$ cat src/rtl/exp_ascii_to_biased_if.sv
// Handshake bundle for the serial ASCII exponent parser: character input and result output.
interface exp_ascii_to_biased_if;
    logic       in_valid;
    logic [7:0] in_char;
    logic       in_last;
    logic       in_ready;
    logic       out_valid;
    logic       out_ready;
    logic [7:0] out_exp;
    logic       out_err;

    modport master (
        output in_valid, in_char, in_last, out_ready,
        input  in_ready, out_valid, out_exp, out_err
    );

    modport slave (
        input  in_valid, in_char, in_last, out_ready,
        output in_ready, out_valid, out_exp, out_err
    );
endinterface

$ cat src/rtl/exp_ascii_to_biased.sv
// Serial ASCII signed decimal exponent -> IEEE-754 single biased exponent.
module exp_ascii_to_biased #(
    parameter int unsigned BIAS       = 127,
    parameter int unsigned MAX_DIGITS = 3
) (
    input  logic                  clk,
    input  logic                  rst,
    exp_ascii_to_biased_if.slave  bus
);

    localparam int unsigned MAG_W = 10;
    localparam int unsigned CNT_W = 2;
    localparam int unsigned RES_W = 11;
    localparam int unsigned EXP_W = 8;

    typedef enum logic [1:0] {
        S_SIGN = 2'd0,
        S_DIG  = 2'd1,
        S_OUT  = 2'd2
    } state_t;

    state_t                 state, state_n;
    logic                   neg, neg_n;
    logic [MAG_W-1:0]       mag, mag_n;
    logic [CNT_W-1:0]       cnt, cnt_n;
    logic                   err, err_n;
    logic                   out_valid_r, out_valid_n;
    logic [EXP_W-1:0]       out_exp_r, out_exp_n;
    logic                   out_err_r, out_err_n;

    logic                   accept;
    logic                   is_digit;
    logic                   is_plus;
    logic                   is_minus;
    logic [MAG_W-1:0]       dval;
    logic signed [RES_W-1:0] res;
    logic                   res_bad;

    // Character intake is blocked while a result is pending and during reset.
    assign bus.in_ready  = (state != S_OUT) && !rst;
    assign accept        = bus.in_valid && bus.in_ready;
    assign is_digit      = (bus.in_char >= 8'h30) && (bus.in_char <= 8'h39);
    assign is_plus       = (bus.in_char == 8'h2B);
    assign is_minus      = (bus.in_char == 8'h2D);
    assign dval          = MAG_W'(bus.in_char[3:0]);

    assign bus.out_valid = out_valid_r;
    assign bus.out_exp   = out_exp_r;
    assign bus.out_err   = out_err_r;

    // Next-state, digit accumulation and result formation.
    always_comb begin
        state_n     = state;
        neg_n       = neg;
        mag_n       = mag;
        cnt_n       = cnt;
        err_n       = err;
        out_valid_n = out_valid_r;
        out_exp_n   = out_exp_r;
        out_err_n   = out_err_r;
        res         = '0;
        res_bad     = 1'b0;

        case (state)
            S_SIGN: begin
                if (accept) begin
                    state_n = S_DIG;
                    if (is_plus) begin
                        neg_n = 1'b0;
                    end else if (is_minus) begin
                        neg_n = 1'b1;
                    end else if (is_digit) begin
                        neg_n = 1'b0;
                        mag_n = dval;
                        cnt_n = CNT_W'(1);
                    end else begin
                        err_n = 1'b1;
                    end
                end
            end
            S_DIG: begin
                // After an error the rest of the exponent is drained without effect.
                if (accept && !err) begin
                    if (is_digit && (cnt < CNT_W'(MAX_DIGITS))) begin
                        mag_n = (mag << 3) + (mag << 1) + dval;
                        cnt_n = cnt + CNT_W'(1);
                    end else begin
                        err_n = 1'b1;
                    end
                end
            end
            S_OUT: begin
                if (bus.out_ready) begin
                    state_n     = S_SIGN;
                    neg_n       = 1'b0;
                    mag_n       = '0;
                    cnt_n       = '0;
                    err_n       = 1'b0;
                    out_valid_n = 1'b0;
                end
            end
            default: begin
                state_n = S_SIGN;
            end
        endcase

        // The final character is parsed above, then the result is formed from the updated value.
        if (accept && bus.in_last) begin
            res         = neg_n ? (RES_W'(BIAS) - RES_W'(mag_n)) : (RES_W'(BIAS) + RES_W'(mag_n));
            res_bad     = (cnt_n == '0) || (res < $signed(RES_W'(1))) || (res > $signed(RES_W'(254)));
            err_n       = err_n || res_bad;
            state_n     = S_OUT;
            out_valid_n = 1'b1;
            out_err_n   = err_n || res_bad;
            out_exp_n   = (err_n || res_bad) ? '0 : res[EXP_W-1:0];
        end
    end

    // State and datapath registers with synchronous reset.
    always_ff @(posedge clk) begin
        if (rst) begin
            state       <= S_SIGN;
            neg         <= 1'b0;
            mag         <= '0;
            cnt         <= '0;
            err         <= 1'b0;
            out_valid_r <= 1'b0;
            out_exp_r   <= '0;
            out_err_r   <= 1'b0;
        end else begin
            state       <= state_n;
            neg         <= neg_n;
            mag         <= mag_n;
            cnt         <= cnt_n;
            err         <= err_n;
            out_valid_r <= out_valid_n;
            out_exp_r   <= out_exp_n;
            out_err_r   <= out_err_n;
        end
    end

endmodule
$ cat src/flat_wrapper.sv
// flat-port wrapper written by rule: the top's interface ports become plain ports
module exp_ascii_to_biased_flat 
#(
    parameter int unsigned BIAS       = 127,
    parameter int unsigned MAX_DIGITS = 3
)
  (clk, rst, bus_in_valid, bus_in_char, bus_in_last, bus_out_ready, bus_in_ready, bus_out_valid, bus_out_exp, bus_out_err);
  exp_ascii_to_biased_if bus_i ();
  input  logic clk;
  input  logic rst;
  input wire logic [$bits(bus_i.in_valid)-1:0] bus_in_valid;
  input wire logic [$bits(bus_i.in_char)-1:0] bus_in_char;
  input wire logic [$bits(bus_i.in_last)-1:0] bus_in_last;
  input wire logic [$bits(bus_i.out_ready)-1:0] bus_out_ready;
  output wire logic [$bits(bus_i.in_ready)-1:0] bus_in_ready;
  output wire logic [$bits(bus_i.out_valid)-1:0] bus_out_valid;
  output wire logic [$bits(bus_i.out_exp)-1:0] bus_out_exp;
  output wire logic [$bits(bus_i.out_err)-1:0] bus_out_err;
  assign bus_i.in_valid = bus_in_valid;
  assign bus_i.in_char = bus_in_char;
  assign bus_i.in_last = bus_in_last;
  assign bus_i.out_ready = bus_out_ready;
  assign bus_in_ready = bus_i.in_ready;
  assign bus_out_valid = bus_i.out_valid;
  assign bus_out_exp = bus_i.out_exp;
  assign bus_out_err = bus_i.out_err;
  exp_ascii_to_biased #(.BIAS(BIAS), .MAX_DIGITS(MAX_DIGITS)) u_core (.clk(clk), .rst(rst), .bus(bus_i));
endmodule
$ cat config.mk
export PLATFORM = sky130hd
export DESIGN_NAME = exp_ascii_to_biased_flat
export DESIGN_NICKNAME = d
export VERILOG_FILES = /design/src/rtl/exp_ascii_to_biased_if.sv /design/src/rtl/exp_ascii_to_biased.sv /design/src/flat_wrapper.sv
export SDC_FILE = /design/constraint.sdc
export NUM_CORES = 1
export LEC_CHECK = 0
export CORE_MARGIN = 3
export CORE_UTILIZATION = 34
export CTS_CLUSTER_SIZE = 12
export DETAILED_ROUTE_END_ITERATION = 10
export GPL_TIMING_DRIVEN = 0
export HOLD_SLACK_MARGIN = 0.12
export PLACE_DENSITY = 0.56
export REMOVE_ABC_BUFFERS = 1
export SLEW_MARGIN = 20
export SYNTH_ARGS = -nofsm -noshare
export SYNTH_HDL_FRONTEND = slang
export SYNTH_SLANG_ARGS = --single-unit
$ cat constraint.sdc
create_clock -name clk -period 11.85 [get_ports clk]
set_input_delay 2.37 -clock clk [delete_from_list [all_inputs] [get_ports clk]]
set_output_delay 2.37 -clock clk [all_outputs]
set_load 0.01 [all_outputs]
==> results.json, run 1 <==
{
  "period_share": 0.589,
  "dpl.cell_count": 366,
  "synthFlopType": "dfxtp_1",
  "cp_slowest_cell": "clkdlybuf4s50_1",
  "wl_per_cell_um": 16.3,
  "grt_max_degree": 23,
  "pin_count": 24,
  "antenna_found_initial": 0,
  "cp-start-kind": "primary input",
  "outcome": "complete, no violations",
  "ir_drop_mv": 0.0390,
  "synth_area_leaders": "dfxtp_1, ha_1, nor2_1",
  "final.min_clock_period_ns": 6.98,
  "drive_above_1_share": 0.113,
  "port_buffers": 23,
  "rsz0062_at_grt": "false",
  "synth_commonest_cells": "nor2_1, dfxtp_1, a21oi_1, ha_1, nand2_1",
  "final-hold-violation-count": 0,
  "die_w_um": 89.3,
  "setup_viol": 0,
  "stdcell_count": 370,
  "holdWs_ns": 0.456,
  "finalSetupTns_ns": 0,
  "worst_slew_pin_slew_ns": 0.880,
  "gr-total-overflow": 0,
  "worst-endpoint-required_ns": 12.03,
  "worstSetupEndpointType": "register",
  "max_cap_viol_count": 0,
  "gp_congestion": 0.867,
  "yosysTopAreaCell": "dfxtp_1",
  "powerDensity_mw_per_mm2": 68.3,
  "numCtsBuffers": 3,
  "grt_pass1_vias": 2030,
  "top_usage_layer": "met2",
  "drv_slew": 0,
  "yosysWarnings": 0,
  "cp_top_family": "compound AO/OA/AOI/OAI gates",
  "synth_cells": 273,
  "drc": 0,
  "core-area_mm2": 0.00653,
  "cts_buffer_depth": 2,
  "diodes": 0,
  "hold_class": "register to register",
  "cpMostUsedCell": "a21oi_1",
  "place_area_mm2": 0.00264,
  "path_clk_slew_ns": 0.10,
  "vias": 2080,
  "cts.htree.levels": 1,
  "dieArea_mm2": 0.00797,
  "cts_setup_buffers": 0,
  "seq_area_frac_synth": 0.221,
  "track_usage": 0.160,
  "relSlewSlack": 0.412,
  "synth_cell_type_count": 73,
  "grtUsageMet1": 0.217,
  "first_pass_iters": 4,
  "synth_area_mm2": 0.00236,
  "grtUsageMet2": 0.270,
  "routed_wl_um": 6020,
  "syn_to_final_growth_pct": 14.3,
  "yosys_register_bits": 26,
  "clkSinkCount": 26,
  "syn_avg_cell_area_um2": 8.64,
  "async_flop_share": 0,
  "insertion_delay_ns": 0.28,
  "ctsHoldBuffers": 0,
  "p_total_mw": 0.184,
  "drtIter0Drc": 80,
  "yosysMostFrequentCell": "nor2_1",
  "crit_buf_inv": 1,
  "fin_area_mm2": 0.00270,
  "criticalPathCategory": "primary input to register",
  "cts_tree": "built",
  "final_nets": 327,
  "rows": 29,
  "total_leakage_power_nw": 1.13,
  "synth_edf_count": 0,
  "max_stage_delay_ns": 1.04,
  "cts_resized": 0,
  "cts_root_buf": "clkbuf_8",
  "yosysTopAreaCellShare": 0.221,
  "skew_ns": 0.00932,
  "post-dp-hpwl_um": 4730,
  "die-height_um": 89.3,
  "fmax_ghz": 0.143,
  "cp_cell_sequence": "clkdlybuf4s50_1 -> and2b_1 -> and4_1 -> a21oi_1 -> o31a_1 -> a21oi_1 -> nor2_1 -> ha_1 -> o41ai_1 -> a2111oi_2 -> a21oi_1 -> xor2_1 -> o2111ai_1 -> nor4_2 -> nor4_4 -> a22o_1",
  "via_per_inst": 5.62,
  "grt_pass1_wl_um": 10000,
  "crit_arrival_ns": 7.16,
  "use_met3": 0.0276,
  "cp_max_fo": 22,
  "ant_nets": 0,
  "start_util": 0.361
}
## flip-flops by register name, summed over array words and instances, names as in the netlist
name	cells
u_core.bus.out_err	1
u_core.neg	1
u_core.mag	10
u_core.bus.out_valid	1
u_core.cnt	2
u_core.err	1
u_core.state	2
u_core.bus.out_exp	8
## area by class of cell
| cell class | count | area, um2 |
|---|---|---|
| Sequential cell | 26 | 520 |
| Clock buffer | 4 | 55.1 |
| Multi-Input combinational cell | 227 | 1750 |
| Timing Repair Buffer | 23 | 230 |
| Inverter | 13 | 48.8 |
| Fill cell | 675 | 3830 |
| Tap cell | 77 | 96.3 |
## cell families (layout without fill, tap and decap cells)
kind of cell             count (synthesis)  in the layout  share of synthesized area
buffers and inverters                   20             40                     0.0393
XOR/XNOR                                16             16                     0.0594
multiplexers                             3              3                     0.0133
AO/OA/AOI/OAI                           88             88                      0.306
AND/OR/NAND/NOR                        100            100                      0.249
flip-flops                              26             26                      0.221
adder cells (fa/ha/maj)                 20             20                      0.112
## path summary, 6_finish.rpt
path                        startpoint                     to  slack (ns)  cells past startpoint
hold reg to reg   u_core.bus.out_valid   u_core.bus.out_valid        0.46                      2
hold / removal    u_core.bus.out_valid   u_core.bus.out_valid        0.46                      2
setup reg to reg       u_core.state[1]  u_core.bus.out_exp[5]        7.32                     15
setup / recovery                   rst  u_core.bus.out_exp[5]        4.87                     16
## layer usage
metal | routed length [um] | part of all wire | up-vias
met4 | 19 | 0.0032 | 0
li1 | - | - | 1077
met2 | 2880 | 0.48 | 27
met1 | 2870 | 0.48 | 974
met5 | 0 | 0 | -
met3 | 250 | 0.042 | 2
## stage by stage
| step | util | worst slack [ns] |
|---|---|---|
| floorplan | - | 6.04 |
| global placement | 0.404 | 4.61 |
| detailed placement | 0.404 | 4.57 |
| CTS | 0.413 | 4.85 |
| global route | 0.413 | 4.36 |
| finish | 0.413 | 4.87 |
## report_power, final
group | leakage [nW] | total [mW] | internal (mW) | switching (mW)
Sequential | 0.210 | 0.0925 | 0.0893 | 0.00320
Combinational | 0.892 | 0.0314 | 0.0134 | 0.0179
Clock | 0.0288 | 0.0604 | 0.0298 | 0.0306
## worst register-to-register path: cells and delay by family, from the launching register on
family / cells / cell delay, ns
fa+ha+maj: 1 / 0.34
flops: 1 / 0.75
simple gates: 5 / 1.46
compound gates: 8 / 1.58
xor+xnor: 1 / 0.31
## layout by cell type, fill, tap and decap left out, drive strengths merged, types with 5 or more instances in the layout
master         instances
xnor2                  9
a22oi                  9
clkdlybuf4s50         23
nor2                  32
nand2                 16
a22o                   9
dfxtp                 26
nor4                   5
xor2                   7
or2                    5
inv                   13
ha                    18
nand3                  7
a21oi                 22
o21ai                 10
nor3                   7
Note: power is estimated with default switching activity, not from simulation.
==> inputs of run 2 (changes only) <==
--- a/config.mk
+++ b/config.mk
@@ -11,7 +11,7 @@
 export DETAILED_ROUTE_END_ITERATION = 10
 export GPL_TIMING_DRIVEN = 0
 export HOLD_SLACK_MARGIN = 0.12
-export PLACE_DENSITY = 0.56
+export PLACE_DENSITY = 0.58
 export REMOVE_ABC_BUFFERS = 1
 export SLEW_MARGIN = 20
 export SYNTH_ARGS = -nofsm -noshare
==> constraint.sdc (replaced) <==
create_clock -name clk -period 5.9 [get_ports clk]
set_input_delay 1.18 -clock clk [delete_from_list [all_inputs] [get_ports clk]]
set_output_delay 1.18 -clock clk [all_outputs]
set_load 0.01 [all_outputs]
==> run 2 against run 1 <==
Via count rose by 2.3%. Design area is 0.42% lower. Clock power increased by 74%. First-iteration DRC count is 2.5% higher. Clock skew fell by 0.0075 ns. Non-clock buffer count did not move. Worst setup slack got worse by 4.4 ns. Flip-flop and latch count stayed put. Register-to-register slack worse by 5.8 ns.
==> results.json, run 2 (synthesis gave the netlist of run 1 again) <==
{
  "outcome": "complete, no violations",
  "ir_drop_mv": 0.0537,
  "p_total_mw": 0.354,
  "post-dp-hpwl_um": 4660,
  "diodes": 0,
  "final-hold-violation-count": 0,
  "grt_pass1_wl_um": 10000,
  "cp_cell_sequence": "clkdlybuf4s50_1 -> inv_1 -> fa_1 -> fa_1 -> nand2b_1 -> a21oi_1 -> and2_1 -> o31ai_1 -> xnor2_1 -> a22oi_1 -> inv_1 -> ha_1 -> o21ai_0 -> a21oi_1 -> o21a_1 -> nor4_4 -> a22o_1",
  "vias": 2128,
  "final.min_clock_period_ns": 5.42,
  "crit_buf_inv": 3,
  "gp_congestion": 0.846,
  "skew_ns": 0.00184,
  "finalWorstSetupSlack_ns": 0.481,
  "relSlewSlack": 0.410,
  "via_per_inst": 5.77,
  "worst-endpoint-required_ns": 6.12,
  "cp-start-kind": "primary input",
  "ant_nets": 0,
  "drc": 0,
  "worstSetupEndpointType": "register",
  "final_common_cell": "nor2_1",
  "cts_resized": 0,
  "final_util": 0.411,
  "holdWs_ns": 0.464,
  "fmax_ghz": 0.185,
  "cts_buffer_depth": 2,
  "rsz0062_at_grt": "false",
  "criticalPathCategory": "primary input to register",
  "hold_class": "register to register",
  "start_util": 0.361,
  "top_register": "u_core.mag",
  "cp_slowest_cell": "clkdlybuf4s50_1",
  "grt_pass1_vias": 2057,
  "numCtsBuffers": 3,
  "first_pass_iters": 4,
  "max_stage_delay_ns": 0.58,
  "insertion_delay_ns": 0.27,
  "rows": 29,
  "finalSetupTns_ns": 0,
  "cts.htree.levels": 1,
  "track_usage": 0.160,
  "drive_above_1_share": 0.110,
  "antenna_found_initial": 0,
  "cts_root_buf": "clkbuf_8",
  "drtIter0Drc": 82,
  "syn_to_final_growth_pct": 13.8,
  "path_clk_slew_ns": 0.09,
  "gr-total-overflow": 0,
  "cts_setup_buffers": 0,
  "setup_viol": 0,
  "powerDensity_mw_per_mm2": 132,
  "ctsHoldBuffers": 0,
  "drv_slew": 0,
  "period_share": 0.918,
  "final_cell_mix": "nor2_1, dfxtp_1, clkdlybuf4s50_1",
  "max_cap_viol_count": 0,
  "cp_max_fo": 10,
  "grt_max_degree": 23,
  "total_leakage_power_nw": 1.13,
  "worst_slew_pin_slew_ns": 0.884,
  "crit_arrival_ns": 5.64,
  "wl_per_cell_um": 16.2,
  "largest_reg_flops": 10,
  "cts_tree": "built",
  "final_nets": 327,
  "port_buffers": 23,
  "core-area_mm2": 0.00653,
  "routed_wl_um": 5980,
  "pin_count": 24,
  "die_w_um": 89.3,
  "cp_top_family": "adder cells",
  "pre_cts_slack_ns": -0.115,
  "dieArea_mm2": 0.00797,
  "clkSinkCount": 26,
  "die-height_um": 89.3
}
-- run 2: changes by cell type in the layout (fill, tap and decap cells not counted), sizes merged --
cell	delta
clkdlybuf4s50	-1
dlymetal6s2s	+1
clkbuf	-1
-- run 2: path summary, 6_finish.rpt --
| check | startpoint | end | slack [ns] | depth (start not counted) |
|---|---|---|---|---|
| worst min-delay path | u_core.bus.out_valid | u_core.bus.out_valid | 0.46 | 2 |
| worst max-delay path | bus_in_char[3] | u_core.bus.out_exp[7] | 0.48 | 17 |
| worst min register to register | u_core.bus.out_valid | u_core.bus.out_valid | 0.46 | 2 |
| worst max register to register | u_core.state[0] | u_core.bus.out_exp[7] | 1.48 | 15 |
-- run 2: cell type report --
type	instances	area, um2
Tap cell	77	96.3
Clock buffer	3	41.3
Sequential cell	26	520
Timing Repair Buffer	23	233
Inverter	13	48.8
Fill cell	682	3850
Multi-Input combinational cell	227	1750
-- run 2: layer usage --
metal	track usage	vias up	part of all wire
met4	0.0379	0	0.012
met1	0.223	1007	0.49
met5	0	-	0
li1	-	1073	-
met3	0.0258	7	0.041
met2	0.258	41	0.45
-- run 2: where the power goes --
part           total (mW)  internal, mW  switching [mW]
clock               0.105        0.0459          0.0589
sequential          0.186         0.179         0.00641
combinational      0.0631        0.0270          0.0361
total               0.354         0.252           0.101
-- run 2: metrics by stage --
step	cell area (um2)	instances
global placement	2640	366
global route	2690	369
CTS	2680	369
floorplan	2310	266
finish	2690	369
detailed placement	2640	366
-- run 2: worst register-to-register path: cells and delay by family, from the launching register on --
family          cells  cell delay (ns)
flops               1             0.70
simple gates        5             1.45
fa+ha+maj           1             0.29
compound gates      8             1.60
xor+xnor            1             0.28
==> inputs of run 3 (changes only) <==
--- a/config.mk
+++ b/config.mk
@@ -5,6 +5,7 @@
 export SDC_FILE = /design/constraint.sdc
 export NUM_CORES = 1
 export LEC_CHECK = 0
+export CAP_MARGIN = 20
 export CORE_MARGIN = 3
 export CORE_UTILIZATION = 34
 export CTS_CLUSTER_SIZE = 12
==> results of run 3 <==
No change in the layout: final DEF, timing and power equal those of run 2.
